[src/rtl/p2s_pkg.sv]
// Shared types and helpers for the p2s_shift_ctrl parallel-to-serial driver.
package p2s_pkg;

    typedef enum logic [1:0] {
        IDLE  = 2'd0,
        SHIFT = 2'd1,
        LATCH = 2'd2
    } state_t;

    localparam int DEFAULT_WIDTH = 8;
    localparam int DEFAULT_DIV   = 4;

    // Counter width for a count of n values, never narrower than one bit.
    function automatic int cnt_width(input int n);
        return (n <= 2) ? 1 : $clog2(n);
    endfunction

endpackage

[src/rtl/p2s_bit_timer.sv]
// Bit-period timer: divides clk by DIV while run is high and produces the
// serial clock plus a one-cycle end-of-bit strobe.
module p2s_bit_timer
    import p2s_pkg::*;
#(
    parameter int DIV = DEFAULT_DIV
) (
    input  logic clk,
    input  logic rst_n,
    input  logic run,
    output logic sclk,
    output logic bit_end
);

    localparam int DW = cnt_width(DIV);
    localparam logic [DW-1:0] LAST = DW'(DIV - 1);
    localparam logic [DW-1:0] HALF = DW'(DIV / 2);

    logic [DW-1:0] div_cnt;

    // Held at zero outside SHIFT so every word starts on a fresh bit period.
    always_ff @(posedge clk or negedge rst_n) begin
        if (!rst_n) begin
            div_cnt <= '0;
        end else if (!run || div_cnt == LAST) begin
            div_cnt <= '0;
        end else begin
            div_cnt <= div_cnt + DW'(1);
        end
    end

    assign bit_end = run && (div_cnt == LAST);
    assign sclk    = run && (div_cnt >= HALF);

endmodule

[src/rtl/p2s_shift_ctrl.sv]
// Parallel-to-serial shift controller with handshake, generated sclk and latch.
// Optional 16-bit latch-pulse counter on port frame_cnt when P2S_FRAME_CNT_EN is defined.
module p2s_shift_ctrl
    import p2s_pkg::*;
#(
    parameter int   WIDTH      = DEFAULT_WIDTH,
    parameter int   DIV        = DEFAULT_DIV,
    parameter int   MSB_FIRST  = 1,
    parameter logic IDLE_LEVEL = 1'b0
) (
    input  logic             clk,
    input  logic             rst_n,
    input  logic             in_valid,
    output logic             in_ready,
    input  logic [WIDTH-1:0] in_data,
    input  logic             s_in,
    output logic [WIDTH-1:0] q,
    output logic             sout,
    output logic             sclk,
    output logic             latch,
    output logic             busy
`ifdef P2S_FRAME_CNT_EN
    ,
    output logic [15:0]      frame_cnt
`endif
);

    localparam int BW = cnt_width(WIDTH);
    localparam logic [BW-1:0] LAST_BIT = BW'(WIDTH - 1);

    if (DIV < 2 || (DIV % 2) != 0) begin : g_bad_div
        $error("p2s_shift_ctrl: DIV must be even and >= 2");
    end
    if (WIDTH < 2) begin : g_bad_width
        $error("p2s_shift_ctrl: WIDTH must be >= 2");
    end

    state_t          state;
    state_t          next_state;
    logic [BW-1:0]   bit_cnt;
    logic            bit_end;
    logic            accept;
    logic [WIDTH-1:0] q_shifted;

    p2s_bit_timer #(
        .DIV(DIV)
    ) u_timer (
        .clk    (clk),
        .rst_n  (rst_n),
        .run    (state == SHIFT),
        .sclk   (sclk),
        .bit_end(bit_end)
    );

    assign accept    = in_valid && (state == IDLE);
    assign q_shifted = (MSB_FIRST != 0) ? {q[WIDTH-2:0], s_in} : {s_in, q[WIDTH-1:1]};

    always_comb begin
        next_state = state;
        case (state)
            IDLE:    if (accept) next_state = SHIFT;
            SHIFT:   if (bit_end && bit_cnt == LAST_BIT) next_state = LATCH;
            LATCH:   next_state = IDLE;
            default: next_state = IDLE;
        endcase
    end

    always_ff @(posedge clk or negedge rst_n) begin
        if (!rst_n) begin
            state <= IDLE;
        end else begin
            state <= next_state;
        end
    end

    // bit_cnt clears on the last bit so it never has to hold WIDTH.
    always_ff @(posedge clk or negedge rst_n) begin
        if (!rst_n) begin
            q       <= '0;
            bit_cnt <= '0;
        end else if (accept) begin
            q       <= in_data;
            bit_cnt <= '0;
        end else if (state == SHIFT && bit_end) begin
            q       <= q_shifted;
            bit_cnt <= (bit_cnt == LAST_BIT) ? '0 : bit_cnt + BW'(1);
        end
    end

    assign in_ready = (state == IDLE);
    assign busy     = (state != IDLE);
    assign latch    = (state == LATCH);
    assign sout     = (state == SHIFT) ? ((MSB_FIRST != 0) ? q[WIDTH-1] : q[0]) : IDLE_LEVEL;

`ifdef P2S_FRAME_CNT_EN
    logic [15:0] frame_q;

    always_ff @(posedge clk or negedge rst_n) begin
        if (!rst_n) begin
            frame_q <= '0;
        end else if (state == LATCH) begin
            frame_q <= frame_q + 16'd1;
        end
    end

    assign frame_cnt = frame_q;
`endif

endmodule
[config.mk]
export PLATFORM = sky130hd
export DESIGN_NAME = p2s_shift_ctrl
export DESIGN_NICKNAME = d
export VERILOG_FILES = /design/src/rtl/p2s_pkg.sv /design/src/rtl/p2s_bit_timer.sv /design/src/rtl/p2s_shift_ctrl.sv
export SDC_FILE = /design/constraint.sdc
export NUM_CORES = 1
export LEC_CHECK = 0
export CORE_MARGIN = 2
export CORE_UTILIZATION = 46
export CTS_CLUSTER_DIAMETER = 200
export DETAILED_ROUTE_END_ITERATION = 10
export PLACE_DENSITY_LB_ADDON = 0.1
export SLEW_MARGIN = 5
export SYNTH_ARGS = -nofsm -noshare
export SYNTH_HDL_FRONTEND = slang
export SYNTH_HIERARCHICAL = 1
export SYNTH_SLANG_ARGS = --single-unit
[constraint.sdc]
create_clock -name clk -period 5.7 [get_ports clk]
set_clock_uncertainty 0.15 [all_clocks]
set_input_delay 1.425 -clock clk [delete_from_list [all_inputs] [get_ports clk]]
set_output_delay 1.425 -clock clk [all_outputs]
set_load 0.01 [all_outputs]
* After elaboration in Yosys (flattened, before gate mapping)
Index checks and enable logic that the tools add are counted.
** Word-level totals
- Register bits after elaboration :: 15
- Bits of input ports :: 12
- Output and inout port bits :: 13
** Operators by class
- Add/subtract/negate cells :: 2
- Magnitude comparators :: 1
- Equal/unequal tests :: 6
- Multiplexer cells :: 10
- Reduce and logical (&&, ||, !) cells :: 11
** Operators by type and width (number)
- 8-bit two-way mux :: 2
- 3-bit two-way mux :: 3
- 2-bit two-way mux :: 3
- 1-bit logical AND :: 5
- 2-bit == test (second input constant) :: 2
- 2-bit case mux with 2 select lines :: 1
- 2-bit nonzero test :: 2
- 3-bit by 1-bit adder with 3-bit output (second input constant) :: 1
- 3-bit == test (second input constant) :: 1
- 2-bit by 1-bit adder with 2-bit output (second input constant) :: 1
- 2-bit by 1-bit == test with 1-bit output (second input constant) :: 1
- 2-bit greater-or-equal comparator (second input constant) :: 1
- 2-bit zero test :: 1
- 2-bit by 1-bit inequality test with 1-bit output (second input constant) :: 1
- 2-bit inequality test (second input constant) :: 1
- 2-bit AND reduction :: 1
- 1-bit zero test :: 1
- 1-bit logical OR :: 1
- 1-bit two-way mux :: 1

* Logic depth before layout (Yosys ltp)
- Depth in word-level cells :: 5
- Mapped depth :: 7

* Modules after synthesis
Netlist, hierarchy kept.
** Modules (own cells, without submodules)
- p2s_shift_ctrl :: times used 1, cells an instance 48, area each 611.8 um^2
- p2s_bit_timer :: times used 1, cells an instance 9, area each 113.9 um^2

* Least setup slack after synthesis
No wires, ideal clock.
- Kind :: input port to flip-flop
- From :: input port in_valid
- To :: register bit_cnt[0]
- Library setup time :: 0.121 ns
- Data arrival time :: 2.245 ns
- Required time :: 5.429 ns
- Slack :: 3.184 ns
- Stages on the path :: 3
- Path buffers :: 0
- Path through :: nor3b_2 -> nor2_2 -> a22o_1
** On the way
- Longest elaborated chain between the ends :: 2
** Ends and longest elaborated chain
- start, declared :: RTL line p2s_shift_ctrl.sv:13 : input logic in_valid,
- 1-bit logical AND (*) :: RTL line p2s_shift_ctrl.sv:55 : assign accept = in_valid && (state == IDLE);
- 3-bit two-way mux or 2-bit nonzero test (tied branches)
- end signal, assigned :: RTL line p2s_shift_ctrl.sv:86 : bit_cnt <= (bit_cnt == LAST_BIT) ? '0 : bit_cnt + BW'(1);
- end, declared :: RTL line p2s_shift_ctrl.sv:40 : logic [BW-1:0] bit_cnt;
Every way passes the cells marked *; elsewhere a longest branch is shown, timed or not.
A chain may end at the register's enable or synchronous reset.

* Worst setup path after layout
- From :: register state[1]
- To :: output port sout
** On the way
- Longest elaborated chain between the ends :: 2
** Ends and longest elaborated chain
- start, declared :: RTL line p2s_shift_ctrl.sv:38 : state_t state;
- start signal, assigned :: RTL line p2s_shift_ctrl.sv:72 : state <= next_state;
- 2-bit by 1-bit == test with 1-bit output :: RTL line p2s_shift_ctrl.sv:93 : assign sout = (state == SHIFT) ? ((MSB_FIRST != 0) ? q[WIDTH-1] : q[0]) : IDLE_LEVEL;
- 1-bit two-way mux :: RTL line p2s_shift_ctrl.sv:93
- end, declared :: RTL line p2s_shift_ctrl.sv:18 : output logic sout,
No other way between the ends.

==> metrics.md <==
| Metric | Value |
|---|---|
| Status | completed |
| Worst hold slack | 360 ps |
| Placement Cell Area | about 970 µm² |
| Ant diodes | 0 |
| WL final | between 1000 and 1500 µm |
| Critical R2R Launch | state[1]$_DFFE_PN0P_ |
| DP Wirelength | about 1100 µm |
| H-tree levels | 1 |
| Worst-Skew Late Latency | about 290 ps |
| Crit path to | sout |
| DIE WIDTH | around 44 µm |
| Drt wl/cell | 14.2 µm |
| Synthesized area per cell | ~13 µm² |
| PortBufs | 24 |
| Worst-path clk slew | about 90 ps |
| Crit Path Class | reg -> out |
| Setup Viol. Count Final | 0 |
| YS warnings | 6 |
| P&R area growth vs syn | 37.4% |
| RSZ-0062 raised after global routing | false |
| Vias in the first global route | between 500 and 600 |
| I/O pin count | 25 |
| Worst slack, placed | ~2500 ps |
| GP Congestion | ~0.7 |
| PostCTS Resize Cnt | 0 |
| Initial antenna violation count | 0 |
| Slowest CP cell | clkdlybuf4s50_1 |
| Sequential area share after synthesis | between 50% and 60% |
| Mapped Cells | 57 |
| Synth area leader | dfrtp_1 |
| Pleak | between 0.0004 and 0.0005 µW |
| Via count | between 500 and 600 |
| GRT Util Overall | between 10% and 20% |
| First-pass DRT Iterations | 3 |
| Final Net Count | 100 |
| Crit path buf inv count | 1 |
| Rel. slew slack | 53.4% |
| Count of cell types in the netlist | 19 |
| Die height | between 40 and 50 µm |
| Pwr Density | 483 mW/mm² |
| Worst setup margin | about 2400 ps |
| Reg-to-reg critical path endpoint | q[7]$_DFFE_PN0P_ |
| Most frequent cells in the layout | 24 x clkdlybuf4s50_1, 15 x dfrtp_1, 9 x a22o_1, 7 x a21o_1, 4 x ha_1 |
| Worst-path fanout max | 6 |
| Syn_nets | 73 |
| Layout cells sized above 1 | around an eighth |
| Max incr delay on CP | approximately 530 ps |
| CP Launch Type | flop |
| Fmax | ~300 MHz |
| Commonest non-fill, non-tap cell in the layout | clkdlybuf4s50_1 |
| Final Power | roughly 480 µW |
| Post-Synthesis Cell Area | 726 µm² |
| Hold Vio Cnt, Final | 0 |
| Class of the worst hold path | reg -> reg |
| Max-slew violation count | 0 |
| Finished Cell Area | ~1000 µm² |
| Cell Rows | 14 |
| Initial Util | between 40 and 50% |
| Iter 0 DRT Violations | 6 |
| CP Capture Type | output port |
| R2R Setup Slk | between 3000 and 4000 ps |
| Post-synthesis register bit count | 15 |
| Critical Path AT | 1680 ps |
| Minimum clock period | ~3300 ps |
| Period utilization | a little under three fifths |
| Core area | 0.00149 mm² |
| Cell family with most CP delay | buffers and inverters |
| Post-synth top area share | 51.7% |
| Setup repair bufs after CTS | 0 |
| CTS max path bufs | 2 |
| Residual DRC | 0 |
| First-pass GRT wire length | between 2000 and 2500 µm |
| CTS tree | built |
| Worst-path cell chain | and2b_1 > and2_1 > clkdlybuf4s50_1 |
| CTS Root Buffer Type | clkbuf_4 |
| Cells on worst reg2reg path | 5 |
| Aggregate global routing overflow | 0 |
| Total CTS buffers | 3 |
| Critical Path RT | just over 4000 ps |
| Worst vdd ir | around 0.30 mV |
| Post-route ant nets | 0 |
| Max-cap violations | 0 |
| Slew @ Worst Pin | about 700 ps |
| Largest net degree at the start of global routing | 16 |
| CP Depth | 3 |
| Filler cells | 123 |
| Clock sink total | 15 |
| Hold_buf cts | 0 |
| Vias per cell | around 5.4 |
| Die area | 0.00191 mm² |
| Crit path launch | state[1]$_DFFE_PN0P_ |
| TNS Setup | 0 ps |
| Top post-synthesis cells by area | dfrtp_1 52%, a22o_1 11%, a21o_1 7.2%, ha_1 6.9%, nor3b_2 3.4% |
==> cell families (layout without fill, tap and decap cells) <==
logic type               count (synthesis)  in the layout  synth area share (%)
AND/OR/NAND/NOR                         13             13                  12.8
multiplexers                             4              4                  6.21
buffers and inverters                    4             30                  3.28
AO/OA/AOI/OAI                           17             17                  19.1
flip-flops                              15             15                  51.7
adder cells (fa/ha/maj)                  4              4                  6.90
==> routing by layer <==
metal	GRT usage (%)	routed length (µm)
met2	30.0	696
met3	3.75	65
met1	22.1	636
met4	7.27	10
met5	0	0
==> area by class of cell <==
type                       instances  area [µm²]  area share (%)
sequential                        15         375            37.6
clock buffer                       3        22.5            2.26
multi-input combinational         38         327            32.7
tap                               16        20.0            2.01
inverter                           2        7.51           0.753
clock inverter                     1        5.00           0.502
timing repair buffer              24         240            24.1
==> state kept, by name, summed over array words and instances, names as in the netlist <==
| register | cells |
|---|---|
| bit_cnt | 3 |
| q | 8 |
| state | 2 |
| u_timer/div_cnt | 2 |
==> report_power, final <==
part | internal, µW | leakage [µW] | total (µW) | switching, µW
sequential | 150 | 0.000186 | 184 | 33.2
combinational | 142 | 0.000276 | 236 | 93.5
clock | 26.1 | 0.0000177 | 62.4 | 36.3
total | 318 | 0.000480 | 482 | 163
==> cells in the mapped netlist <==
master,n
and2_1,3
o21a_1,1
ha_1,4
mux2_2,2
inv_1,2
a22o_1,9
buf_2,1
a21o_1,7
buf_6,1
nand2_1,1
nor3b_2,2
nor2_1,2
nor2_2,1
mux2_1,2
and3b_1,1
dfrtp_1,15
and2b_2,1
and2b_1,1
nor2b_1,1
==> metrics by stage <==
step                      cells  util, %
final                        99     67.0
after global routing         99     67.0
after CTS                    99     67.0
after detailed placement     95     65.1
after global placement       95     65.1
after floorplan              57        -
==> worst register-to-register path, stage by stage (launching register included) <==
cell,delay (ps)
dfrtp_1,430
and2b_1,290
and2_1,170
and3b_1,470
mux2_1,370
mux2_2,260
==> worst min path at each step <==
| stage | start | to | slack (ps) | depth (start not counted) |
|---|---|---|---|---|
| floorplan | bit_cnt[1]$_DFFE_PN0P_ | bit_cnt[1]$_DFFE_PN0P_ | 320 | 1 |
| detailed placement | q[0]$_DFFE_PN0P_ | q[0]$_DFFE_PN0P_ | 350 | 1 |
| finish | q[0]$_DFFE_PN0P_ | q[0]$_DFFE_PN0P_ | 360 | 1 |
| CTS | q[0]$_DFFE_PN0P_ | q[0]$_DFFE_PN0P_ | 370 | 1 |
| global placement | q[1]$_DFFE_PN0P_ | q[1]$_DFFE_PN0P_ | 350 | 1 |
| global route | q[4]$_DFFE_PN0P_ | q[4]$_DFFE_PN0P_ | 390 | 1 |
(Power assumes the default switching activity.)
